### src/rtl/morra_match_sequencer_if.sv
`default_nettype none
// ============================================================================
//  Module      : morra_match_sequencer_if
//  Description : Player move channels and Morracinese core connection used
//                by morra_match_sequencer.
//                master : sequencer side (drives readies and core inputs)
//                slave  : environment side (players and game core)
//  Signals     : p1_valid/p1_move/p1_ready, p2_valid/p2_move/p2_ready,
//                core_reset, core_g1, core_g2, core_manche, core_partita
//  Revision    : 1.0 - initial release
// ============================================================================
interface morra_match_sequencer_if;
  logic       p1_valid;
  logic [1:0] p1_move;
  logic       p1_ready;
  logic       p2_valid;
  logic [1:0] p2_move;
  logic       p2_ready;
  logic       core_reset;
  logic [1:0] core_g1;
  logic [1:0] core_g2;
  logic [1:0] core_manche;
  logic [1:0] core_partita;

  modport master (
    input  p1_valid, p1_move, p2_valid, p2_move, core_manche, core_partita,
    output p1_ready, p2_ready, core_reset, core_g1, core_g2
  );

  modport slave (
    output p1_valid, p1_move, p2_valid, p2_move, core_manche, core_partita,
    input  p1_ready, p2_ready, core_reset, core_g1, core_g2
  );
endinterface
`default_nettype wire

### src/rtl/morra_match_sequencer.sv
`default_nettype none
// ============================================================================
//  Module      : morra_match_sequencer
//  Description : Sequences one match on the Morracinese game core. Collects
//                one move per player, issues the pair to the core for one
//                cycle, samples round/match results, keeps round and win
//                counters and pulses done with the match result.
//  Ports       : clk, reset (async, active-low), start, abort, max_cfg[3:0],
//                bus (morra_match_sequencer_if.master: player channels and
//                core connection), busy, done, result[1:0],
//                rounds/wins_p1/wins_p2[CNT_W-1:0]
//  Options     : `define MORRA_TIMEOUT_EN enables the COLLECT stall timeout
//                (TIMEOUT_CYC cycles) with forfeit of the silent player.
//  Revision    : 1.0 - initial release
// ============================================================================
module morra_match_sequencer #(
  parameter int TIMEOUT_CYC = 64,
  parameter int CNT_W       = 5
) (
  input  wire logic             clk,
  input  wire logic             reset,
  input  wire logic             start,
  input  wire logic             abort,
  input  wire logic [3:0]       max_cfg,
  morra_match_sequencer_if.master bus,
  output logic                  busy,
  output logic                  done,
  output logic [1:0]            result,
  output logic [CNT_W-1:0]      rounds,
  output logic [CNT_W-1:0]      wins_p1,
  output logic [CNT_W-1:0]      wins_p2
);

  if (TIMEOUT_CYC < 1 || CNT_W < 1) begin : g_param_check
    $error("morra_match_sequencer: TIMEOUT_CYC and CNT_W must be >= 1");
  end

  typedef enum logic [2:0] {
    S_IDLE    = 3'd0,
    S_CFG     = 3'd1,
    S_COLLECT = 3'd2,
    S_ISSUE   = 3'd3,
    S_SAMPLE  = 3'd4,
    S_DONE    = 3'd5
  } state_t;

  state_t           state_q, state_d;
  logic             p1_held_q, p1_held_d, p2_held_q, p2_held_d;
  logic [1:0]       p1_mv_q, p1_mv_d, p2_mv_q, p2_mv_d;
  logic [1:0]       result_q, result_d;
  logic [CNT_W-1:0] rounds_q, rounds_d, wins_p1_q, wins_p1_d, wins_p2_q, wins_p2_d;
  logic             core_reset_q, core_reset_d;
  logic [1:0]       core_g1_q, core_g1_d, core_g2_q, core_g2_d;
  logic             busy_q, done_q;

  logic             p1_legal, p2_legal;

  function automatic logic [CNT_W-1:0] sat_inc(input logic [CNT_W-1:0] v);
    return (&v) ? v : v + CNT_W'(1);
  endfunction

  // Illegal (00) moves complete the handshake but are not held.
  assign p1_legal = (state_q == S_COLLECT) && !p1_held_q && bus.p1_valid && (bus.p1_move != 2'b00);
  assign p2_legal = (state_q == S_COLLECT) && !p2_held_q && bus.p2_valid && (bus.p2_move != 2'b00);

`ifdef MORRA_TIMEOUT_EN
  localparam int TO_W = $clog2(TIMEOUT_CYC + 1);
  logic [TO_W-1:0] to_q, to_d;
  logic            to_hit;

  always_comb begin
    to_d   = '0;
    to_hit = 1'b0;
    if (state_q == S_COLLECT && !(p1_legal || p2_legal)) begin
      to_d   = to_q + TO_W'(1);
      to_hit = (to_q == TO_W'(TIMEOUT_CYC - 1));
    end
  end

  always_ff @(posedge clk or negedge reset) begin
    if (!reset) to_q <= '0;
    else        to_q <= to_d;
  end
`endif

  always_comb begin
    state_d   = state_q;
    p1_held_d = p1_held_q;
    p2_held_d = p2_held_q;
    p1_mv_d   = p1_mv_q;
    p2_mv_d   = p2_mv_q;
    result_d  = result_q;
    rounds_d  = rounds_q;
    wins_p1_d = wins_p1_q;
    wins_p2_d = wins_p2_q;

    case (state_q)
      S_IDLE: begin
        if (start && !abort) begin
          state_d   = S_CFG;
          rounds_d  = '0;
          wins_p1_d = '0;
          wins_p2_d = '0;
        end
      end
      S_CFG: state_d = S_COLLECT;
      S_COLLECT: begin
        if (p1_legal) begin
          p1_held_d = 1'b1;
          p1_mv_d   = bus.p1_move;
        end
        if (p2_legal) begin
          p2_held_d = 1'b1;
          p2_mv_d   = bus.p2_move;
        end
        if (p1_held_d && p2_held_d) begin
          state_d = S_ISSUE;
        end
`ifdef MORRA_TIMEOUT_EN
        else if (to_hit) begin
          // The silent player forfeits; nobody moved means a draw.
          state_d  = S_DONE;
          result_d = p1_held_q ? 2'b01 : (p2_held_q ? 2'b10 : 2'b11);
        end
`endif
      end
      S_ISSUE: begin
        p1_held_d = 1'b0;
        p2_held_d = 1'b0;
        state_d   = S_SAMPLE;
      end
      S_SAMPLE: begin
        if (bus.core_manche != 2'b00) rounds_d = sat_inc(rounds_q);
        if (bus.core_manche == 2'b01) wins_p1_d = sat_inc(wins_p1_q);
        if (bus.core_manche == 2'b10) wins_p2_d = sat_inc(wins_p2_q);
        if (bus.core_partita != 2'b00) begin
          result_d = bus.core_partita;
          state_d  = S_DONE;
        end else begin
          state_d  = S_COLLECT;
        end
      end
      S_DONE:  state_d = S_IDLE;
      default: state_d = S_IDLE;
    endcase

    // Abort cancels the match without touching result or counters.
    if (abort && state_q != S_IDLE) begin
      state_d   = S_IDLE;
      p1_held_d = 1'b0;
      p2_held_d = 1'b0;
      result_d  = result_q;
      rounds_d  = rounds_q;
      wins_p1_d = wins_p1_q;
      wins_p2_d = wins_p2_q;
    end
  end

  // Core-facing outputs are registered, decoded from the next state.
  always_comb begin
    core_reset_d = (state_d == S_IDLE) || (state_d == S_CFG);
`ifdef MORRA_TIMEOUT_EN
    if (state_d == S_DONE) core_reset_d = 1'b1;
`endif
    core_g1_d = 2'b00;
    core_g2_d = 2'b00;
    if (state_d == S_CFG) begin
      core_g1_d = max_cfg[3:2];
      core_g2_d = max_cfg[1:0];
    end else if (state_d == S_ISSUE) begin
      core_g1_d = p1_mv_d;
      core_g2_d = p2_mv_d;
    end
  end

  always_ff @(posedge clk or negedge reset) begin
    if (!reset) begin
      state_q      <= S_IDLE;
      p1_held_q    <= 1'b0;
      p2_held_q    <= 1'b0;
      p1_mv_q      <= 2'b00;
      p2_mv_q      <= 2'b00;
      result_q     <= 2'b00;
      rounds_q     <= '0;
      wins_p1_q    <= '0;
      wins_p2_q    <= '0;
      core_reset_q <= 1'b1;
      core_g1_q    <= 2'b00;
      core_g2_q    <= 2'b00;
      busy_q       <= 1'b0;
      done_q       <= 1'b0;
    end else begin
      state_q      <= state_d;
      p1_held_q    <= p1_held_d;
      p2_held_q    <= p2_held_d;
      p1_mv_q      <= p1_mv_d;
      p2_mv_q      <= p2_mv_d;
      result_q     <= result_d;
      rounds_q     <= rounds_d;
      wins_p1_q    <= wins_p1_d;
      wins_p2_q    <= wins_p2_d;
      core_reset_q <= core_reset_d;
      core_g1_q    <= core_g1_d;
      core_g2_q    <= core_g2_d;
      busy_q       <= (state_d != S_IDLE);
      done_q       <= (state_d == S_DONE);
    end
  end

  assign bus.p1_ready   = (state_q == S_COLLECT) && !p1_held_q;
  assign bus.p2_ready   = (state_q == S_COLLECT) && !p2_held_q;
  assign bus.core_reset = core_reset_q;
  assign bus.core_g1    = core_g1_q;
  assign bus.core_g2    = core_g2_q;
  assign busy           = busy_q;
  assign done           = done_q;
  assign result         = result_q;
  assign rounds         = rounds_q;
  assign wins_p1        = wins_p1_q;
  assign wins_p2        = wins_p2_q;

endmodule
`default_nettype wire

### src/flat_wrapper.sv
// flat-port wrapper written by rule: the top's interface ports become plain ports
module morra_match_sequencer_flat 
#(
  parameter int TIMEOUT_CYC = 64,
  parameter int CNT_W       = 5
)
  (clk, reset, start, abort, max_cfg, busy, done, result, rounds, wins_p1, wins_p2, bus_p1_valid, bus_p1_move, bus_p2_valid, bus_p2_move, bus_core_manche, bus_core_partita, bus_p1_ready, bus_p2_ready, bus_core_reset, bus_core_g1, bus_core_g2);
  morra_match_sequencer_if bus_i ();
  input  wire logic clk;
  input  wire logic reset;
  input  wire logic start;
  input  wire logic abort;
  input  wire logic [3:0] max_cfg;
  output logic busy;
  output logic done;
  output logic [1:0] result;
  output logic [CNT_W-1:0] rounds;
  output logic [CNT_W-1:0] wins_p1;
  output logic [CNT_W-1:0] wins_p2;
  input wire logic [$bits(bus_i.p1_valid)-1:0] bus_p1_valid;
  input wire logic [$bits(bus_i.p1_move)-1:0] bus_p1_move;
  input wire logic [$bits(bus_i.p2_valid)-1:0] bus_p2_valid;
  input wire logic [$bits(bus_i.p2_move)-1:0] bus_p2_move;
  input wire logic [$bits(bus_i.core_manche)-1:0] bus_core_manche;
  input wire logic [$bits(bus_i.core_partita)-1:0] bus_core_partita;
  output wire logic [$bits(bus_i.p1_ready)-1:0] bus_p1_ready;
  output wire logic [$bits(bus_i.p2_ready)-1:0] bus_p2_ready;
  output wire logic [$bits(bus_i.core_reset)-1:0] bus_core_reset;
  output wire logic [$bits(bus_i.core_g1)-1:0] bus_core_g1;
  output wire logic [$bits(bus_i.core_g2)-1:0] bus_core_g2;
  assign bus_i.p1_valid = bus_p1_valid;
  assign bus_i.p1_move = bus_p1_move;
  assign bus_i.p2_valid = bus_p2_valid;
  assign bus_i.p2_move = bus_p2_move;
  assign bus_i.core_manche = bus_core_manche;
  assign bus_i.core_partita = bus_core_partita;
  assign bus_p1_ready = bus_i.p1_ready;
  assign bus_p2_ready = bus_i.p2_ready;
  assign bus_core_reset = bus_i.core_reset;
  assign bus_core_g1 = bus_i.core_g1;
  assign bus_core_g2 = bus_i.core_g2;
  morra_match_sequencer #(.TIMEOUT_CYC(TIMEOUT_CYC), .CNT_W(CNT_W)) u_core (.clk(clk), .reset(reset), .start(start), .abort(abort), .max_cfg(max_cfg), .bus(bus_i), .busy(busy), .done(done), .result(result), .rounds(rounds), .wins_p1(wins_p1), .wins_p2(wins_p2));
endmodule
### config.mk
export PLATFORM = sky130hd
export DESIGN_NAME = morra_match_sequencer_flat
export DESIGN_NICKNAME = d
export VERILOG_FILES = /design/src/rtl/morra_match_sequencer_if.sv /design/src/rtl/morra_match_sequencer.sv /design/src/flat_wrapper.sv
export SDC_FILE = /design/constraint.sdc
export NUM_CORES = 1
export LEC_CHECK = 0
export ABC_CLOCK_PERIOD_IN_PS = 2400
export BUFFER_PORTS_ARGS = -buffer_cell sky130_fd_sc_hd__buf_2
export CAP_MARGIN = 20
export CORE_MARGIN = 5
export CORE_UTILIZATION = 40
export CTS_BUF_LIST = sky130_fd_sc_hd__clkbuf_2
export DETAILED_ROUTE_END_ITERATION = 12
export PLACE_DENSITY = 0.68
export SYNTH_ARGS = -nofsm -noshare
export SYNTH_HDL_FRONTEND = slang
export SYNTH_SLANG_ARGS = --single-unit
### constraint.sdc
create_clock -name clk -period 2.4 [get_ports clk]
set_clock_uncertainty 0.05 [all_clocks]
set_input_delay 0.36 -clock clk [delete_from_list [all_inputs] [get_ports clk]]
set_output_delay 0.36 -clock clk [all_outputs]
set_load 0.1 [all_outputs]
==> qor.yml <==
final_layout:
  final_common_cell: "buf_2"
  drive_gt1_share_pct: 41.1
  layout_common_cells: "buf_2, dfrtp_1, nand2_1, nor2_1"
  fin_nets: 230
  fillers: 376
  area_growth_pct: 21.9
  fin_area_um2: 2030
  diodes: 0
power_and_ir_drop:
  p_int_w: 0.000880
  irDropWorstVdd_uv: 478
  powerDensity_nw_per_um2: 748
  sw_frac_of_total_pct: 41.9
  total_power_w: 0.00151
  leakage_nw: 1.08
  seq_power_share_pct: 44.8
  switching_power_w: 0.000635
  p_clk_share_pct: 17.3
  p_comb_share_pct: 37.9
drt:
  drt-initial-drc-count: 58
  ant_nets: 0
  detail_route.vias_per_cell: 5.14
  drt_first_pass_iters: 4
  drt_wl_total_mm: 3.61
  vias: 1322
  routedWlPerCell_um: 14.0
  drc: 0
sta:
  tightest_slew_ns: 0.736
  max_clock_freq_mhz: 446
  slew_violations: 0
  finalSetupViolCount: 0
  slew_headroom_pct: 50.9
  fin_crit_sh_pct: 93.4
  rsz0062_at_grt: "no"
  final.setup.tns_ns: 0
  fin_crit_ns: 2.24
  hold_viol_final: 0
clock_network:
  ctsResizeCount: 0
  cts_setup_buffers: 0
  cts.clk_slew.worst_paths_ns: 0.17
  cts_inserted_buffers: 5
  htree_levels: 2
  clk_path_buf_depth: 2
  cts.sinks: 33
  clk_latency_ns: 0.37
  cts_tree: "done"
  cts-root-buf: "clkbuf_2"
  hold_buffers: 1
setup_path:
  slowest_stage: "dfrtp_4"
  crit_path_end_kind: "register"
  cp_max_fo: 5
  cp_common_cell: "ha_1"
  reg2reg_slack_ns: 0.16
  cp-startpoint: "u_core.wins_p1[0]$_DFFE_PN0P_"
  r2r_end: "u_core.wins_p1[3]$_DFFE_PN0P_"
  rr_worst_depth: 7
  cp.required_ns: 2.68
  startpoint_type: "register"
  path_class: "register to register"
  worstPathCellList: "ha_1 -> and3_1 -> ha_1 -> nor4bb_1 -> o21ai_1 -> or4_1 -> nand2_1"
  rr_startpoint: "u_core.wins_p1[0]$_DFFE_PN0P_"
  max_stage_delay_ns: 0.53
  cp.arrival_ns: 2.52
floorplanning:
  fp.dieH_um: 74.5
  rows: 23
  core_um2: 4000
  io_pins: 44
  die_area_um2: 5540
  die_x_um: 74.5
  start_util_pct: 41.5
status:
  outcome: "finished clean"
min_path:
  hold_path_depth: 2
  holdCritPathClass: "input port to register"
  hold-path-endpoint: "u_core.bus.core_g1[1]$_DFF_PN0_"
  min-delay-start: "max_cfg[3]"
grt:
  grt_pass1_vias: 1333
  gr-usage-all-layers_pct: 14.9
  overflow: 0
  antenna_found_initial: 0
  grt_max_degree: 34
  grt_pass1_wl_mm: 6.20
logic_synthesis:
  synthArstFlopShare_pct: 100
  synth_top_area_cell: "dfrtp_1"
  syn_inst: 154
  ys_types: 44
  synth-edff-count: 0
  synth_warnings: 0
  synth-main-ff-cell: "dfrtp_1"
  synth_top_area_share_pct: 48.2
  syn_area_per_cell_um2: 10.8
  syn_area_um2: 1660
  synth-seq-area-share_pct: 49.8
  ys_ff_latch: 33
  syn-num-nets: 178
  synth_area_leaders: "dfrtp_1, ha_1, nand2_1"
place:
  place.port_buffers: 43
  postPlaceCellArea_um2: 1980
  hpwl_mm: 2.65
  place_congestion: 0.769
run:
  maxCapViolations: 0
==> synthesized netlist by cell type, drive strengths merged (2+ instances only) <==
cell type,number
nand2b,3
and3,4
o21bai,2
mux2i,2
a21bo,4
nand2,19
nor2,10
buf,5
clkbuf,2
nor3,5
inv,3
nor2b,2
nand3,8
o31ai,2
o21ai,9
or4,2
a21o,2
a21oi,2
ha,6
mux2,5
xor2,2
o211ai,4
dfrtp,32
a32o,4
nand4,2
o21a,2
==> logic make-up (layout without fill, tap and decap cells) <==
family	Yosys count	count (layout)	share of synthesized area [%]
adders and majority gates	6	6	4.52
buffers and inverters	10	63	3.69
xor gates and xnor gates	2	2	1.05
muxes	7	7	5.05
DFF	33	33	49.8
and+or+nand+nor	61	61	20.4
AOI/OAI and AO/OA	35	35	15.5
==> worst max-delay path: cells and delay by family, from the launching register on <==
kind	cells	cell delay, ns
AND/OR/NAND/NOR	4	1.10
flip-flops	1	0.53
adder cells (fa/ha/maj)	2	0.39
AO/OA/AOI/OAI	1	0.11
==> final cells by class <==
cell class	count	area, um^2	share of cell area, %
Multi-Input combinational cell	111	785	38.7
Tap cell	50	62.6	3.09
Sequential cell	33	842	41.6
Inverter	3	11.3	0.556
Timing Repair Buffer	52	285	14.1
Clock buffer	8	40.0	1.98
==> state kept, by name (all words and copies together), names as in the netlist <==
| name | count |
|---|---|
| u_core.rounds | 5 |
| u_core.p2_mv_q | 2 |
| u_core.wins_p1 | 5 |
| u_core.done | 1 |
| u_core.wins_p2 | 5 |
| u_core.p1_mv_q | 2 |
| u_core.bus.core_g2 | 2 |
| u_core.result | 2 |
| u_core.p1_held_q | 1 |
| u_core.bus.core_g1 | 2 |
| u_core.busy | 1 |
| u_core.state_q | 3 |
| u_core.bus.core_reset | 1 |
| u_core.p2_held_q | 1 |
==> worst max path at each step <==
stage	endpoint	slack [ns]	cells past startpoint
6_report	u_core.wins_p1[3]$_DFFE_PN0P_	0.16	7
3_3_place_gp	u_core.wins_p1[3]$_DFFE_PN0P_	0.26	7
4_1_cts	bus_p1_ready	0.13	3
2_1_floorplan	u_core.bus.core_g2[0]$_DFF_PN0_	-0.03	5
5_1_grt	u_core.wins_p1[3]$_DFFE_PN0P_	0.03	7
3_5_place_dp	u_core.wins_p1[3]$_DFFE_PN0P_	0.21	7
==> through the flow <==
stage	worst slack (ns)	hold WS, ns	instances	utilization (%)
after floorplan	-0.0282	0.0144	154	-
after global placement	0.260	0.421	248	49.4
after detailed placement	0.208	0.420	248	49.4
after CTS	0.129	0.123	257	50.6
after global routing	0.0346	0.121	257	50.6
final	0.159	0.149	257	50.6
==> layer usage <==
metal	wire length, um	global-route usage, %	vias up	part of all wire [%]
met4	61	5.93	0	1.7
li1	-	-	660	-
met1	1600	18.3	613	44
met5	0	0	-	0
met2	1620	23.9	44	45
met3	328	5.54	5	9.1
==> power groups by stage <==
stage	Sequential, W	Clock [W]	Combinational [W]
2_1_floorplan	0.000874	0	0.000279
3_3_place_gp	0.000690	0	0.000572
3_5_place_dp	0.000691	0	0.000576
4_1_cts	0.000680	0.000276	0.000579
5_1_grt	0.000689	0.000303	0.000619
6_report	0.000678	0.000262	0.000574
Note: power is estimated with default switching activity, not from simulation.
